<file path="src/rtl/timer_irq_pkg.sv">
// ============================================================================
// timer_irq_pkg : shared types and constants for the timer interrupt aggregator
// Revision 1.0
// ============================================================================
`default_nettype none

package timer_irq_pkg;

    typedef enum logic [0:0] {
        IDLE    = 1'b0,
        PRESENT = 1'b1
    } irq_state_e;

    localparam int                    LOST_CNT_W   = 8;
    localparam logic [LOST_CNT_W-1:0] LOST_CNT_MAX = 8'hFF;

endpackage

`default_nettype wire

</file>
<file path="src/rtl/timer_irq_ctrl_prio_enc.sv">
// ============================================================================
// prio_enc : lowest-index-first priority encoder, returns {found, idx}
// Revision 1.0
// ============================================================================
`default_nettype none

module prio_enc #(
    parameter int W     = 4,
    parameter int IDX_W = $clog2(W)
) (
    input  logic [W-1:0]     req_i,
    output logic             found_o,
    output logic [IDX_W-1:0] idx_o
);

    // Scanning downward lets the lowest set index be the last one written.
    always_comb begin
        found_o = 1'b0;
        idx_o   = '0;
        for (int i = W - 1; i >= 0; i--) begin
            if (req_i[i]) begin
                found_o = 1'b1;
                idx_o   = IDX_W'(i);
            end
        end
    end

endmodule

`default_nettype wire

</file>
<file path="src/rtl/timer_irq_ctrl.sv">
// ============================================================================
// timer_irq_ctrl : edge-capturing interrupt aggregator with mask, fixed-priority
//                  valid/ack presentation and saturating lost-edge counter
// Revision 1.0
// ============================================================================
`default_nettype none

module timer_irq_ctrl
    import timer_irq_pkg::*;
#(
    parameter int NUM_SRC = 4,
    parameter int ID_W    = $clog2(NUM_SRC)
) (
    input  logic                  clk,
    input  logic                  rst_n,
    input  logic [NUM_SRC-1:0]    src_irq,
    input  logic                  mask_wr_en,
    input  logic [NUM_SRC-1:0]    mask_wr_data,
    output logic [NUM_SRC-1:0]    mask,
    input  logic                  pend_clr_en,
    input  logic [NUM_SRC-1:0]    pend_clr_data,
    output logic [NUM_SRC-1:0]    pending,
    output logic                  irq_valid,
    output logic [ID_W-1:0]       irq_id,
    input  logic                  irq_ack,
    output logic                  cpu_irq,
    output logic [LOST_CNT_W-1:0] lost_cnt
);

    irq_state_e              state_q;
    logic [NUM_SRC-1:0]      src_prev_q;
    logic [NUM_SRC-1:0]      pending_q, pending_d;
    logic [NUM_SRC-1:0]      mask_q;
    logic [LOST_CNT_W-1:0]   lost_q, lost_d;
    logic [ID_W-1:0]         irq_id_q;
    logic                    irq_valid_q;

    logic [NUM_SRC-1:0]      w_en_edge;
    logic [NUM_SRC-1:0]      w_lost_vec;
    logic [NUM_SRC-1:0]      w_ack_vec;
    logic [NUM_SRC-1:0]      w_clr_vec;
    logic [NUM_SRC-1:0]      w_active;
    logic [LOST_CNT_W:0]     w_lost_pop;
    logic [LOST_CNT_W:0]     w_lost_sum;
    logic                    w_found;
    logic [ID_W-1:0]         w_first_idx;

    assign w_active = pending_q & mask_q;

    prio_enc #(
        .W     (NUM_SRC),
        .IDX_W (ID_W)
    ) u_prio_enc (
        .req_i   (w_active),
        .found_o (w_found),
        .idx_o   (w_first_idx)
    );

    always_comb begin
        w_en_edge  = src_irq & ~src_prev_q & mask_q;
        w_lost_vec = w_en_edge & pending_q;
        w_clr_vec  = pend_clr_en ? pend_clr_data : '0;
        w_ack_vec  = '0;
        for (int i = 0; i < NUM_SRC; i++) begin
            w_ack_vec[i] = (state_q == PRESENT) && irq_ack && (irq_id_q == ID_W'(i));
        end
        // A fresh edge wins over an ack or software clear in the same cycle.
        pending_d = w_en_edge | (pending_q & ~(w_ack_vec | w_clr_vec));
    end

    // Every lost edge counts, even several in one cycle; the clear strobe wins.
    always_comb begin
        w_lost_pop = '0;
        for (int i = 0; i < NUM_SRC; i++) begin
            w_lost_pop = w_lost_pop + (LOST_CNT_W + 1)'(w_lost_vec[i]);
        end
        w_lost_sum = {1'b0, lost_q} + w_lost_pop;
        if (pend_clr_en) begin
            lost_d = '0;
        end else if (w_lost_sum > {1'b0, LOST_CNT_MAX}) begin
            lost_d = LOST_CNT_MAX;
        end else begin
            lost_d = w_lost_sum[LOST_CNT_W-1:0];
        end
    end

    always_ff @(posedge clk) begin
        if (!rst_n) begin
            src_prev_q <= '0;
            pending_q  <= '0;
            mask_q     <= '0;
            lost_q     <= '0;
        end else begin
            src_prev_q <= src_irq;
            pending_q  <= pending_d;
            lost_q     <= lost_d;
            if (mask_wr_en) begin
                mask_q <= mask_wr_data;
            end
        end
    end

    // The presented ID is frozen until ack, regardless of mask or clear activity.
    always_ff @(posedge clk) begin
        if (!rst_n) begin
            state_q     <= IDLE;
            irq_valid_q <= 1'b0;
            irq_id_q    <= '0;
        end else begin
            case (state_q)
                IDLE: begin
                    if (w_found) begin
                        irq_id_q    <= w_first_idx;
                        irq_valid_q <= 1'b1;
                        state_q     <= PRESENT;
                    end
                end
                PRESENT: begin
                    if (irq_ack) begin
                        irq_valid_q <= 1'b0;
                        state_q     <= IDLE;
                    end
                end
                default: begin
                    irq_valid_q <= 1'b0;
                    state_q     <= IDLE;
                end
            endcase
        end
    end

    assign mask      = mask_q;
    assign pending   = pending_q;
    assign lost_cnt  = lost_q;
    assign irq_valid = irq_valid_q;
    assign irq_id    = irq_id_q;
    assign cpu_irq   = |w_active;

endmodule

`default_nettype wire

</file>
<file path="config.mk">
export PLATFORM = sky130hd
export DESIGN_NAME = timer_irq_ctrl
export DESIGN_NICKNAME = d
export VERILOG_FILES = /design/src/rtl/timer_irq_pkg.sv /design/src/rtl/timer_irq_ctrl_prio_enc.sv /design/src/rtl/timer_irq_ctrl.sv
export SDC_FILE = /design/constraint.sdc
export NUM_CORES = 1
export LEC_CHECK = 0
export CAP_MARGIN = 20
export CORE_ASPECT_RATIO = 1.4
export CORE_UTILIZATION = 44
export CTS_CLUSTER_SIZE = 40
export DETAILED_ROUTE_END_ITERATION = 12
export PLACE_DENSITY = 0.84
export SYNTH_ARGS = -nofsm -noshare
export SYNTH_HDL_FRONTEND = slang
export SYNTH_SLANG_ARGS = --single-unit
</file>
<file path="constraint.sdc">
create_clock -name clk -period 3 [get_ports clk]
set_input_delay 0.45 -clock clk [delete_from_list [all_inputs] [get_ports clk]]
set_output_delay 0.45 -clock clk [all_outputs]
set_load 0.005 [all_outputs]
</file>
==> parameters.txt, run 1 <==
Parameter                              Value

Run status
  Outcome    finished, final reports clean

Synth
  Cell count after synthesis    roughly 120
  Dominant cell type by area after synthesis    sky130_fd_sc_hd__dfxtp_1
  Sequential cell area fraction in the yosys report    0.438
  Mapped Area    1100 um^2
  Post-synthesis register bit count    24
  Top cells by area in the synthesized netlist    sky130_fd_sc_hd__dfxtp_1 (44%), sky130_fd_sc_hd__fa_1 (5.5%), sky130_fd_sc_hd__nor2b_1 (5.1%), sky130_fd_sc_hd__nand2_1 (4.8%), sky130_fd_sc_hd__a21oi_1 (3.7%)
  Post-synthesis cell type count    34
  Total nets after synthesis    137
  Count of synthesis-stage warnings from yosys    0
  Area fraction of the dominant cell type after synthesis    0.438
  Syn avg cell area    9.45 um^2

Layout
  Share of post-route cells with drive strength above 1    0.0705
  Number of inserted diodes    0
  Post-layout nets    approximately 180
  Top library cells by usage in the layout, fill and taps aside    sky130_fd_sc_hd__clkdlybuf4s50_1 (36), sky130_fd_sc_hd__dfxtp_1 (24), sky130_fd_sc_hd__nand2_1 (14)
  Post-Route Utilization    0.648
  Syn-to-layout area delta    39.8%
  Filler instances    between 200 and 250
  Leading cell type in the layout, fill and taps excluded    sky130_fd_sc_hd__clkdlybuf4s50_1

Floorplan
  Starting utilization of the core area    0.463
  DIE AREA    2700 um^2
  Die outline height    between 60 and 70 um
  Core box area    roughly 2400 um^2
  FP Rows    21
  Die W    between 40 and 50 um
  Top-level I/O count    37

Drt
  Average via count per standard cell    between 5 and 6
  DRT antenna net count    0
  DRC violation count after routing    0
  Via Count    ~1000
  Initial detailed-routing violation count    34
  Detailed-router iteration count before antenna repair    7
  Post-detailed-routing wire length    roughly 2500 um
  Routed wire length per instance    14.1 um

Worst setup path
  Worst setup path end    lost_cnt[1]
  Worst path buffer plus inverter count    2
  Required time at the worst-slack endpoint    ~3.3 ns
  Critical Path End Type    flop
  Crit Path Class    in2reg
  Crit. path cell count    10
  Reg-to-reg slack, setup    between 0.5 and 0.6 ns
  Cell occurring most often along the worst timing path    sky130_fd_sc_hd__fa_1
  Reg-to-reg endpoint    lost_cnt[1]
  Crit Reg-Reg Startpoint    src_prev_q[0]
  Cell chain of the critical path    clkdlybuf4s50_1 > nor2b_1 > nand3_1 > fa_1 > fa_1 > inv_1 > fa_1 > and4_4 > nand4_4 > a21oi_1
  Setup crit start    src_irq[0]
  CP delay by family, top    adder cells
  Maximum single-stage delay on the critical path    approximately 0.50 ns
  Cell depth of the worst flop-to-flop path    9
  Category of the worst setup path launch point    input pin
  Highest net fanout along the worst path    5
  CP arrival    3.04 ns
  Critical Path Slowest Stage Cell    sky130_fd_sc_hd__fa_1

Clock network
  Root buffer cell    sky130_fd_sc_hd__clkbuf_4
  Hold bufs inserted after CTS    0
  Clock sink total    24
  Clock slew seen by the registers of the worst setup and hold paths    0.13 ns
  Clock tree from TritonCTS    done
  Maximum root-to-sink buffer count    2
  Clk_lat worst skew    ~0.32 ns
  Post-CTS Repair Setup Buffers    0
  H-tree Lvls    1
  Number of clock buffers inserted by TritonCTS    3
  Number of cells upsized or downsized after cts    0

Flow run
  Count of max-cap constraint violations    0

Placed design
  Count of buffers inserted at the top-level ports    36
  Final weighted congestion in routability-driven placement    about 0.84
  Placed wire-length estimate    1940 um

STA
  Final-report hold violation count    0
  Relative slew margins    0.662
  Number of pins exceeding their max-slew limit in the final report    0
  Setup-violating endpoint count in the final report    0
  Final clock period utilization by the worst path    0.927
  Peak Freq    approximately 360 MHz
  Final critical path time including I/O delays and setup    roughly 2.8 ns
  Sum Neg Setup Slack    0 ns
  Setup repair after global routing missed its margin    no
  Hold Worst Slack    approximately 0.53 ns
  Post-Route Skew    between 0.003 and 0.004 ns
  Transition time at the pin with the least slew margin    approximately 0.50 ns

Power and ir drop
  Power density relative to cell area    373 nW/um^2
  Lkg Pwr    just under 0.6 nW
  Peak supply drop    between 0.2 and 0.25 mV

GRT
  Largest net degree at the start of global routing    19
  Global-route wire length before repair    between 4000 and 5000 um
  Initial antenna violation count    0
  Final global-route overflow total    0
  GR Util All Layers    0.208
  Number of global-route vias before repair    between 900 and 1000

Hold path
  Min-delay worst type    reg2reg
  Cell depth of the worst min-delay path    2
cells in the mapped netlist:
cell / count
sky130_fd_sc_hd__ha_1: 1
sky130_fd_sc_hd__xor2_1: 2
sky130_fd_sc_hd__o2111ai_1: 1
sky130_fd_sc_hd__nand3_1: 7
sky130_fd_sc_hd__a32o_1: 1
sky130_fd_sc_hd__o211ai_1: 1
sky130_fd_sc_hd__nor2b_1: 9
sky130_fd_sc_hd__clkbuf_1: 3
sky130_fd_sc_hd__o221a_2: 1
sky130_fd_sc_hd__o21ba_1: 1
sky130_fd_sc_hd__o211a_1: 1
sky130_fd_sc_hd__o21ai_0: 4
sky130_fd_sc_hd__o311ai_0: 2
sky130_fd_sc_hd__nand4_4: 1
sky130_fd_sc_hd__nor3_1: 3
sky130_fd_sc_hd__and4_4: 1
sky130_fd_sc_hd__a22oi_1: 1
sky130_fd_sc_hd__nor2_1: 2
sky130_fd_sc_hd__nand4_1: 2
sky130_fd_sc_hd__and3_1: 1
sky130_fd_sc_hd__nand2_1: 14
sky130_fd_sc_hd__a21oi_1: 8
sky130_fd_sc_hd__xnor2_1: 1
sky130_fd_sc_hd__and2_1: 5
sky130_fd_sc_hd__a21boi_0: 2
sky130_fd_sc_hd__nand2b_1: 1
sky130_fd_sc_hd__a32oi_1: 1
sky130_fd_sc_hd__a31oi_1: 1
sky130_fd_sc_hd__fa_1: 3
sky130_fd_sc_hd__nor2b_2: 1
sky130_fd_sc_hd__mux2i_1: 4
sky130_fd_sc_hd__inv_1: 5
sky130_fd_sc_hd__and4b_1: 1
sky130_fd_sc_hd__dfxtp_1: 24
state kept, by name (all words and copies together), names as in the netlist:
register / count
irq_id: 2
irq_valid: 1
lost_cnt: 8
mask: 4
pending: 4
src_prev_q: 4
state_q: 1
metrics by stage:
| stage | cells | setup slack [ns] | power, mW | instance area (um^2) |
|---|---|---|---|---|
| detailed placement | 175 | -0.121 | 0.407 | 1500 |
| global placement | 175 | -0.0272 | 0.405 | 1500 |
| floorplan | 116 | 0.490 | 0.365 | 1100 |
| finish | 179 | 0.219 | 0.572 | 1530 |
| CTS | 179 | 0.204 | 0.575 | 1530 |
| global route | 179 | 0.0517 | 0.602 | 1530 |
cell families (layout without fill, tap and decap cells):
| family | Yosys count | after routing | share of synthesized area |
|---|---|---|---|
| xor+xnor | 3 | 3 | 0.0240 |
| compound gates | 25 | 25 | 0.158 |
| mux | 4 | 4 | 0.0365 |
| buf+inv | 8 | 48 | 0.0274 |
| fa+ha+maj | 4 | 4 | 0.0662 |
| flops | 24 | 24 | 0.438 |
| simple gates | 48 | 48 | 0.250 |
routing by layer:
| metal | routed length (um) | part of all wire | up-vias | track usage |
|---|---|---|---|---|
| met3 | 133 | 0.053 | 12 | 0.0411 |
| li1 | - | - | 493 | - |
| met1 | 1030 | 0.41 | 486 | 0.236 |
| met4 | 63 | 0.025 | 0 | 0.130 |
| met2 | 1300 | 0.52 | 46 | 0.355 |
| met5 | 0 | 0 | - | 0 |
final cells by class:
type                       count  area, um^2  area share
tap                           23        28.8      0.0188
sequential                    24         480       0.313
inverter                       5        18.8      0.0122
clock buffer                   4        36.3      0.0237
multi-input combinational     84         586       0.382
timing repair buffer          39         383       0.250
worst reg2reg max path: stages (launching register included):
cell and delay [ns]:
sky130_fd_sc_hd__dfxtp_1 0.32, sky130_fd_sc_hd__nor2b_1 0.14, sky130_fd_sc_hd__nand3_1 0.13, sky130_fd_sc_hd__fa_1 0.50
sky130_fd_sc_hd__fa_1 0.45, sky130_fd_sc_hd__inv_1 0.08, sky130_fd_sc_hd__fa_1 0.22, sky130_fd_sc_hd__and4_4 0.26
sky130_fd_sc_hd__nand4_4 0.13, sky130_fd_sc_hd__a21oi_1 0.19
how the worst min path moves through the flow:
stage / from / slack (ns) / end
3_5_place_dp: irq_valid / 0.52 / irq_valid
5_1_grt: src_prev_q[0] / 0.58 / pending[0]
4_1_cts: irq_valid / 0.54 / irq_valid
2_1_floorplan: src_prev_q[2] / 0.49 / pending[2]
3_3_place_gp: mask[2] / 0.51 / pending[2]
6_report: irq_valid / 0.53 / irq_valid
report_power, final:
group | internal [mW] | switching (mW)
Combinational | 0.0407 | 0.0218
Clock | 0.0744 | 0.0980
Sequential | 0.328 | 0.00924
Power figures use the tool's default switching activity.
==> run 2: changes to the inputs <==
--- a/config.mk
+++ b/config.mk
@@ -6,11 +6,13 @@
 export NUM_CORES = 1
 export LEC_CHECK = 0
 export CAP_MARGIN = 20
+export CELL_PAD_IN_SITES_DETAIL_PLACEMENT = 0
+export CELL_PAD_IN_SITES_GLOBAL_PLACEMENT = 1
 export CORE_ASPECT_RATIO = 1.4
-export CORE_UTILIZATION = 44
+export CORE_UTILIZATION = 35
 export CTS_CLUSTER_SIZE = 40
 export DETAILED_ROUTE_END_ITERATION = 12
-export PLACE_DENSITY = 0.84
+export PLACE_DENSITY = 0.88
 export SYNTH_ARGS = -nofsm -noshare
 export SYNTH_HDL_FRONTEND = slang
 export SYNTH_SLANG_ARGS = --single-unit
==> constraint.sdc (replaced) <==
create_clock -name clk -period 3.3 [get_ports clk]
set_input_delay 0.495 -clock clk [delete_from_list [all_inputs] [get_ports clk]]
set_output_delay 0.495 -clock clk [all_outputs]
set_load 0.005 [all_outputs]
==> parameters.txt, run 2 (synthesized netlist as in run 1, its figures left out) <==
Parameter                              Value

Run status
  Outcome    finished, final reports clean

GRT
  Final global-route overflow total    0
  Largest net degree at the start of global routing    19
  GR Util All Layers    0.175
  Number of global-route vias before repair    between 900 and 1000
  Global-route wire length before repair    between 4000 and 5000 um
  Initial antenna violation count    0

Power and ir drop
  Lkg Pwr    approximately 0.57 nW
  Peak supply drop    0.189 mV
  Power density relative to cell area    between 300 and 400 nW/um^2
  Post-layout power    0.556 mW

Layout
  Number of flip-flops under the largest register name    8
  Top library cells by usage in the layout, fill and taps aside    sky130_fd_sc_hd__clkdlybuf4s50_1 (36), sky130_fd_sc_hd__dfxtp_1 (24), sky130_fd_sc_hd__nand2_1 (14)
  Syn-to-layout area delta    41.1%
  Share of post-route cells with drive strength above 1    0.0523
  Layout Cell Area excl Fill    ~1500 um^2
  Post-Route Utilization    0.532
  Final cell count without fillers    190
  Number of inserted diodes    0
  Post-layout nets    approximately 180
  Leading cell type in the layout, fill and taps excluded    sky130_fd_sc_hd__clkdlybuf4s50_1

STA
  Final-report hold violation count    0
  Setup-violating endpoint count in the final report    0
  Peak Freq    333 MHz
  Setup repair after global routing missed its margin    no
  Final critical path time including I/O delays and setup    3.00 ns
  Number of pins exceeding their max-slew limit in the final report    0
  Relative slew margins    0.662
  Sum Neg Setup Slack    0 ns
  Post-Route Skew    a little over 0.003 ns
  Transition time at the pin with the least slew margin    just over 0.5 ns
  Final clock period utilization by the worst path    0.910

Floorplan
  FP Rows    23
  DIE AREA    around 3400 um^2
  Core box area    about 2900 um^2
  Die W    just under 50 um
  Top-level I/O count    37
  Starting utilization of the core area    0.377
  Die outline height    between 60 and 70 um

Clock network
  Clock slew seen by the registers of the worst setup and hold paths    0.08 ns
  Number of cells upsized or downsized after cts    0
  Clock sink total    24
  Clock tree from TritonCTS    done
  Maximum root-to-sink buffer count    2
  Clk_lat worst skew    between 0.2 and 0.3 ns
  Hold bufs inserted after CTS    0
  Post-CTS Repair Setup Buffers    0
  H-tree Lvls    1
  Number of clock buffers inserted by TritonCTS    3
  Root buffer cell    sky130_fd_sc_hd__clkbuf_8

Worst setup path
  Critical Path End Type    flop
  CP arrival    3.19 ns
  Category of the worst setup path launch point    input pin
  Required time at the worst-slack endpoint    between 3 and 4 ns
  Crit Path Class    in2reg
  Highest net fanout along the worst path    5

Placed design
  Number of instances in the placed design    186
  Count of buffers inserted at the top-level ports    36
  Final weighted congestion in routability-driven placement    between 0.8 and 0.9
  Placed wire-length estimate    2030 um
  Area of placed instances    around 1500 um^2

Hold path
  Min-delay worst type    reg2reg

Drt
  Post-detailed-routing wire length    about 2600 um
  DRT antenna net count    0
  Average via count per standard cell    5.06
  Via Count    962
  Detailed-router iteration count before antenna repair    4
  DRC violation count after routing    0
  Routed wire length per instance    ~14 um
  Initial detailed-routing violation count    15

Flow run
  Count of max-cap constraint violations    0
run 2: cell types whose count changed in the layout (fill, tap and decap cells not counted):
cell	before	now
sky130_fd_sc_hd__buf_4	3	0
sky130_fd_sc_hd__clkbuf_4	3	0
sky130_fd_sc_hd__clkbuf_8	1	4
run 2: per-stage QoR:
| stage | setup WS, ns | hold slack, ns |
|---|---|---|
| after floorplan | 0.745 | 0.492 |
| after global placement | 0.184 | 0.505 |
| after detailed placement | 0.0674 | 0.511 |
| after CTS | 0.297 | 0.529 |
| after global routing | 0.121 | 0.582 |
| final | 0.295 | 0.527 |
run 2: final cells by class:
cell class | count | area (um^2)
inverter | 5 | 18.8
sequential | 24 | 480
tap | 37 | 46.3
fill | 264 | 1360
multi-input combinational | 84 | 586
timing repair buffer | 36 | 360
clock buffer | 4 | 55.1
run 2: path summary, 6_finish.rpt:
check	from	to	slack, ns	cells after the start
setup / recovery	src_irq[0]	lost_cnt[1]	0.30	10
hold / removal	irq_valid	irq_valid	0.53	2
setup reg to reg	mask[0]	lost_cnt[1]	0.70	8
hold reg to reg	irq_valid	irq_valid	0.53	2
run 2: critical path, stage by stage:
cell	delay (ns)
sky130_fd_sc_hd__clkdlybuf4s50_1	0.46
sky130_fd_sc_hd__nor2b_1	0.18
sky130_fd_sc_hd__nand3_1	0.12
sky130_fd_sc_hd__fa_1	0.51
sky130_fd_sc_hd__fa_1	0.47
sky130_fd_sc_hd__inv_1	0.11
sky130_fd_sc_hd__fa_1	0.26
sky130_fd_sc_hd__and4_4	0.28
sky130_fd_sc_hd__nand4_4	0.13
sky130_fd_sc_hd__a21oi_1	0.18
run 2: routing by layer:
| layer | GRT usage | vias to the layer above | part of all wire |
|---|---|---|---|
| met5 | 0 | - | 0 |
| met3 | 0.0311 | 6 | 0.058 |
| met4 | 0.0882 | 0 | 0.023 |
| met2 | 0.324 | 40 | 0.52 |
| met1 | 0.191 | 436 | 0.40 |
| li1 | - | 480 | - |
run 2: report_power, final:
| group | internal, mW | total (mW) | switching (mW) |
|---|---|---|---|
| Clock | 0.106 | 0.195 | 0.0886 |
| Sequential | 0.298 | 0.307 | 0.00893 |
| Combinational | 0.0361 | 0.0547 | 0.0185 |
| Total | 0.440 | 0.556 | 0.116 |
